--- src/rtl/vending_pkg.sv ---
// Shared vending-machine definitions: coin codes, coin values in 0.25
// units and the largest legal credit/price value.
package vending_pkg;

    localparam logic [1:0] MOEDA_NENHUMA = 2'b00;
    localparam logic [1:0] MOEDA_025     = 2'b01;
    localparam logic [1:0] MOEDA_050     = 2'b10;
    localparam logic [1:0] MOEDA_100     = 2'b11;

    localparam logic [3:0] VALOR_025 = 4'd1;
    localparam logic [3:0] VALOR_050 = 4'd2;
    localparam logic [3:0] VALOR_100 = 4'd4;
    localparam logic [3:0] MAX_VALOR = 4'd8;

    function automatic logic [3:0] valor_moeda(input logic [1:0] m);
        logic [3:0] v;
        v = 4'd0;
        case (m)
            MOEDA_025: v = VALOR_025;
            MOEDA_050: v = VALOR_050;
            MOEDA_100: v = VALOR_100;
            default:   v = 4'd0;
        endcase
        return v;
    endfunction

endpackage

--- src/rtl/dispensador_troco_seletor_moeda.sv ---
// Greedy coin chooser: largest coin not exceeding the remaining change
// with stock available. Ports: troco, tem_025/050/100 in; moeda, nenhuma out.
module seletor_moeda
    import vending_pkg::*;
(
    input  logic [3:0] troco,
    input  logic       tem_025,
    input  logic       tem_050,
    input  logic       tem_100,
    output logic [1:0] moeda,
    output logic       nenhuma
);

    always_comb begin
        moeda = MOEDA_NENHUMA;
        if (tem_100 && troco >= VALOR_100) begin
            moeda = MOEDA_100;
        end else if (tem_050 && troco >= VALOR_050) begin
            moeda = MOEDA_050;
        end else if (tem_025 && troco >= VALOR_025) begin
            moeda = MOEDA_025;
        end
        nenhuma = (moeda == MOEDA_NENHUMA);
    end

endmodule

--- src/rtl/dispensador_troco.sv ---
// Change/refund dispenser: pays out the owed amount one coin per
// valid/ack handshake and tracks per-denomination coin stock.
// Ports: clk, reset, iniciar, valorAcumulado, preco, reabastecer,
// moedaAck in; moedaSaida, moedaValida, ocupado, concluido, erro,
// trocoRestante out.
module dispensador_troco
    import vending_pkg::*;
#(
    parameter int LARGURA_EST = 4,
    parameter int ESTOQUE_025 = 8,
    parameter int ESTOQUE_050 = 4,
    parameter int ESTOQUE_100 = 2,
    parameter int TIMEOUT_ACK = 1000
)(
    input  logic       clk,
    input  logic       reset,
    input  logic       iniciar,
    input  logic [3:0] valorAcumulado,
    input  logic [3:0] preco,
    input  logic       reabastecer,
    input  logic       moedaAck,
    output logic [1:0] moedaSaida,
    output logic       moedaValida,
    output logic       ocupado,
    output logic       concluido,
    output logic       erro,
    output logic [3:0] trocoRestante
);

    localparam int TW = (TIMEOUT_ACK < 2) ? 1 : $clog2(TIMEOUT_ACK + 1);
    localparam logic [TW-1:0] TMO_FIM = TW'(TIMEOUT_ACK - 1);
    localparam logic [LARGURA_EST-1:0] EST_UM = LARGURA_EST'(1);
    localparam logic [LARGURA_EST-1:0] EST_025 = LARGURA_EST'(ESTOQUE_025);
    localparam logic [LARGURA_EST-1:0] EST_050 = LARGURA_EST'(ESTOQUE_050);
    localparam logic [LARGURA_EST-1:0] EST_100 = LARGURA_EST'(ESTOQUE_100);

    typedef enum logic [2:0] {
        OCIOSO,
        CALCULA,
        OFERTA,
        FIM,
        ERRO
    } estado_t;

    estado_t              state_q, state_d;
    logic [3:0]           troco_q, troco_d;
    logic [1:0]           moeda_q, moeda_d;
    logic [TW-1:0]        tmo_q, tmo_d;
    logic [LARGURA_EST-1:0] est_025_q, est_025_d;
    logic [LARGURA_EST-1:0] est_050_q, est_050_d;
    logic [LARGURA_EST-1:0] est_100_q, est_100_d;

    logic [1:0] sel_moeda;
    logic       sel_nenhuma;

    seletor_moeda u_seletor (
        .troco   (troco_q),
        .tem_025 (est_025_q != '0),
        .tem_050 (est_050_q != '0),
        .tem_100 (est_100_q != '0),
        .moeda   (sel_moeda),
        .nenhuma (sel_nenhuma)
    );

    always_comb begin
        state_d   = state_q;
        troco_d   = troco_q;
        moeda_d   = moeda_q;
        tmo_d     = tmo_q;
        est_025_d = est_025_q;
        est_050_d = est_050_q;
        est_100_d = est_100_q;

        case (state_q)
            OCIOSO: begin
                // Reload shares the edge with iniciar, so the first
                // CALCULA already sees the full stock.
                if (reabastecer) begin
                    est_025_d = EST_025;
                    est_050_d = EST_050;
                    est_100_d = EST_100;
                end
                if (iniciar) begin
                    tmo_d   = '0;
                    moeda_d = MOEDA_NENHUMA;
                    if (valorAcumulado > MAX_VALOR || preco > MAX_VALOR) begin
                        troco_d = 4'd0;
                        state_d = ERRO;
                    end else if (valorAcumulado >= preco) begin
                        troco_d = valorAcumulado - preco;
                        state_d = CALCULA;
                    end else begin
                        troco_d = valorAcumulado;
                        state_d = CALCULA;
                    end
                end
            end
            CALCULA: begin
                tmo_d = '0;
                if (troco_q == 4'd0) begin
                    state_d = FIM;
                end else if (sel_nenhuma) begin
                    state_d = ERRO;
                end else begin
                    moeda_d = sel_moeda;
                    state_d = OFERTA;
                end
            end
            OFERTA: begin
                // Ack beats a simultaneous timeout.
                if (moedaAck) begin
                    troco_d = troco_q - valor_moeda(moeda_q);
                    case (moeda_q)
                        MOEDA_025:
                            if (est_025_q != '0) est_025_d = est_025_q - EST_UM;
                        MOEDA_050:
                            if (est_050_q != '0) est_050_d = est_050_q - EST_UM;
                        MOEDA_100:
                            if (est_100_q != '0) est_100_d = est_100_q - EST_UM;
                        default: ;
                    endcase
                    tmo_d   = '0;
                    moeda_d = MOEDA_NENHUMA;
                    state_d = CALCULA;
                end else if (tmo_q == TMO_FIM) begin
                    tmo_d   = '0;
                    moeda_d = MOEDA_NENHUMA;
                    state_d = ERRO;
                end else begin
                    tmo_d = tmo_q + 1'b1;
                end
            end
            FIM:     state_d = OCIOSO;
            ERRO:    state_d = OCIOSO;
            default: state_d = OCIOSO;
        endcase
    end

    always_ff @(posedge clk) begin
        if (reset) begin
            state_q   <= OCIOSO;
            troco_q   <= 4'd0;
            moeda_q   <= MOEDA_NENHUMA;
            tmo_q     <= '0;
            est_025_q <= EST_025;
            est_050_q <= EST_050;
            est_100_q <= EST_100;
        end else begin
            state_q   <= state_d;
            troco_q   <= troco_d;
            moeda_q   <= moeda_d;
            tmo_q     <= tmo_d;
            est_025_q <= est_025_d;
            est_050_q <= est_050_d;
            est_100_q <= est_100_d;
        end
    end

    assign moedaSaida    = moeda_q;
    assign moedaValida   = (state_q == OFERTA);
    assign ocupado       = (state_q != OCIOSO);
    assign concluido     = (state_q == FIM);
    assign erro          = (state_q == ERRO);
    assign trocoRestante = troco_q;

endmodule

--- config.mk ---
export PLATFORM = sky130hd
export DESIGN_NAME = dispensador_troco
export DESIGN_NICKNAME = d
export VERILOG_FILES = /design/src/rtl/vending_pkg.sv /design/src/rtl/dispensador_troco_seletor_moeda.sv /design/src/rtl/dispensador_troco.sv
export SDC_FILE = /design/constraint.sdc
export NUM_CORES = 1
export LEC_CHECK = 0
export BUFFER_PORTS_ARGS = -buffer_cell sky130_fd_sc_hd__buf_2
export CAP_MARGIN = 20
export CORE_ASPECT_RATIO = 0.6
export CORE_MARGIN = 2
export CORE_UTILIZATION = 51
export CTS_CLUSTER_SIZE = 25
export DETAILED_ROUTE_END_ITERATION = 8
export GPL_TIMING_DRIVEN = 0
export PLACE_DENSITY = 0.71
export SETUP_SLACK_MARGIN = 0.3
export SLEW_MARGIN = 15
export SYNTH_ARGS = -nofsm -noshare
export SYNTH_HDL_FRONTEND = slang
export SYNTH_SLANG_ARGS = --single-unit
--- constraint.sdc ---
create_clock -name clk -period 4.25 [get_ports clk]
set_clock_uncertainty 0.05 [all_clocks]
set_input_delay 0.2125 -clock clk [delete_from_list [all_inputs] [get_ports clk]]
set_output_delay 0.2125 -clock clk [all_outputs]
set_load 0.05 [all_outputs]
==> results.json <==
{
  "status": "complete, no violations",
  "reg2regPathDepth": 6,
  "gp_congestion": 0.832,
  "rsz0062_at_grt": "no",
  "synth_edf_count": 0,
  "cpPeakStageDelay_ns": 0.41,
  "fp.dieW_um": 84.1,
  "insertion_delay_ns": 0.28,
  "drv_slew": 0,
  "path_clk_slew_ns": 0.06,
  "wl_per_cell_um": 13.7,
  "grt_max_degree": 11,
  "io_pins": 23,
  "areaGrowthSynthToFinish_pct": 12.8,
  "antenna_cells": 0,
  "p_leak_nw": 0.939,
  "crit_cells": 9,
  "cap_violations": 0,
  "grt_overflow": 0,
  "drive_gt1_frac": 0.168,
  "synth_area_sq_um": 1960,
  "setup_ws_ns": 2.18,
  "syn_inst": 240,
  "yosysTopAreaCellShare": 0.316,
  "cp-end-kind": "flip-flop",
  "synth.largest_area_cell": "dfxtp_1",
  "rows": 17,
  "tns_ns": 0,
  "dp_hpwl_mm": 3.32,
  "irDropWorstVdd_uv": 205,
  "drc": 0,
  "cts_buffers": 5,
  "post-place-ws_ns": 1.89,
  "clock_sinks": 31,
  "wl_mm": 4.31,
  "yosys_register_bits": 31,
  "worst_slew_pin_slew_ns": 0.805,
  "die_area_sq_um": 4380,
  "worst_path_max_delay_cell": "fa_1",
  "cts_setup_buffers": 0,
  "tritoncts": "done",
  "async_flop_share": 0,
  "place_area_sq_um": 2130,
  "finalSetupViolCount": 0,
  "via_per_inst": 5.40,
  "hold-path-cell-count": 3,
  "grt_pass1_wl_mm": 7.38,
  "dieHeight_um": 52.0,
  "critical_path.cell_chain": "buf_2 -> inv_1 -> ha_1 -> fa_1 -> a21boi_0 -> o21ai_1 -> mux2_2 -> a21oi_1 -> nor3_1",
  "yosysWarnings": 0,
  "antenna_found_initial": 0,
  "holdBufCountCts": 0,
  "worstPathMaxFanout": 5,
  "io_buffers": 21,
  "synth_nets": 267,
  "h-tree-depth": 2,
  "relSlewSlack": 0.459,
  "hold_violations": 0,
  "synth.area.top_cells": "dfxtp_1 (32%), ha_1 (7.7%), xor2_1 (5.4%)",
  "start_util": 0.533,
  "crit_type": "input pin to flip-flop",
  "p_per_area_nw_per_um2": 347,
  "hold_class": "input pin to flip-flop",
  "cts_resized": 0,
  "crit_buf_inv": 2,
  "grt.total_usage": 0.221,
  "start_kind": "input pin",
  "period_needed_ns": 2.07,
  "vias": 1700,
  "synth_ff_type": "dfxtp_1",
  "drtIter0Drc": 171,
  "finish.instance_area_sq_um": 2210,
  "final_net_count": 295,
  "drt_pass1_iterations": 4,
  "clock_path_buffers": 2,
  "ys_types": 52,
  "cp.arrival_ns": 2.16,
  "synth.avg_cell_area_sq_um": 8.17,
  "cts_root_buf": "clkbuf_8",
  "worstPathRequired_ns": 4.34,
  "fin_crit_sh": 0.487,
  "core_sq_um": 3680,
  "crit_family": "compound AO/OA/AOI/OAI gates",
  "fmax_ghz": 0.483,
  "grt_pass1_vias": 1461,
  "ant_nets": 0,
  "yosysSeqAreaShare": 0.316
}
[per-layer routing]
layer	wire length, um	vias to the layer above	track usage
li1	-	887	-
met1	2410	765	0.362
met4	14	0	0.0780
met5	0	-	0
met2	1580	46	0.263
met3	304	2	0.0524
[path summary, 6_finish.rpt]
path / to / slack (ns) / start
worst min-delay path: est_050_q[2]$_SDFFE_PP1P_ / 0.18 / reabastecer
worst max-delay path: trocoRestante[2]$_SDFFE_PP0P_ / 2.18 / valorAcumulado[0]
worst max register to register: trocoRestante[1]$_SDFFE_PP0P_ / 2.31 / state_q[1]$_SDFFE_PP0P_
worst min register to register: est_100_q[0]$_SDFFE_PP0P_ / 0.43 / est_100_q[0]$_SDFFE_PP0P_
[worst reg2reg max path, cell delays in order, from the launching register on]
cell and delay (ns):
dfxtp_1 0.35, buf_6 0.15, mux2i_1 0.07, nor3_1 0.62, o21ai_0 0.22, a31oi_1 0.25, nor3_1 0.08
[synthesized netlist by cell type (all sizes together) (2+ instances only)]
master	instances
inv	20
buf	4
a21oi	12
clkbuf	3
fa	2
nor2	29
a21o	2
and2	2
o21ai	15
nand2	22
nand3	9
mux2i	5
a21boi	2
o31ai	3
ha	12
xor2	12
nor3b	5
or3b	2
dfxtp	31
nor4	2
nand4	4
xnor2	8
nor3	15
nand2b	4
[layout by cell type, fill, tap and decap left out, types with 2 or more instances in the layout]
cell type / netlist / routed
nand2_1: 22 / 22
nand2b_1: 3 / 3
nand3_1: 9 / 9
xnor2_1: 8 / 8
clkbuf_8: 1 / 7
a21boi_0: 2 / 2
dfxtp_1: 31 / 31
buf_6: 2 / 2
nor3_1: 13 / 13
a21oi_1: 12 / 12
nor3b_1: 5 / 5
nor3_2: 2 / 2
o31ai_1: 3 / 3
xor2_1: 12 / 12
buf_2: 1 / 22
mux2i_1: 5 / 5
o21ai_0: 14 / 14
nor2_1: 27 / 27
ha_1: 12 / 12
inv_1: 19 / 19
nand4_1: 4 / 4
fa_1: 2 / 2
a21o_1: 2 / 2
[state kept, by name, summed over array words and instances (netlist names)]
| register | flops |
|---|---|
| est_025_q | 4 |
| tmo_q | 10 |
| est_100_q | 4 |
| moedaSaida | 2 |
| state_q | 3 |
| est_050_q | 4 |
| trocoRestante | 4 |
[area by class of cell]
cell class	instances	area, sq um
fill	344	1470
clock buffer	6	82.6
multi-input combinational	182	1210
clock inverter	1	5.00
tap	47	58.8
timing repair buffer	21	105
buffer	7	53.8
inverter	20	75.1
sequential	31	621
[metrics by stage]
| stage | total power [mW] | hold WS, ns | utilization | cells |
|---|---|---|---|---|
| final | 0.767 | 0.182 | 0.601 | 315 |
| after global routing | 0.818 | 0.188 | 0.601 | 315 |
| after CTS | 0.774 | 0.175 | 0.601 | 315 |
| after detailed placement | 0.539 | 0.420 | 0.578 | 308 |
| after global placement | 0.536 | 0.412 | 0.578 | 308 |
| after floorplan | 0.489 | 0.295 | - | 240 |
[cells by family (layout without fill, tap and decap cells)]
logic type | count (synthesis) | after routing | synth area share
and+or+nand+nor | 100 | 100 | 0.272
muxes | 6 | 6 | 0.0313
xor gates and xnor gates | 20 | 20 | 0.0893
adders and majority gates | 14 | 14 | 0.0969
AOI/OAI and AO/OA | 42 | 42 | 0.128
DFF | 31 | 31 | 0.316
buffers and inverters | 27 | 55 | 0.0657
[report_power, final]
group | switching [mW] | internal, mW
clock network | 0.105 | 0.127
registers | 0.0155 | 0.306
logic | 0.137 | 0.0766
No activity file was read; power rests on OpenSTA's default activity.
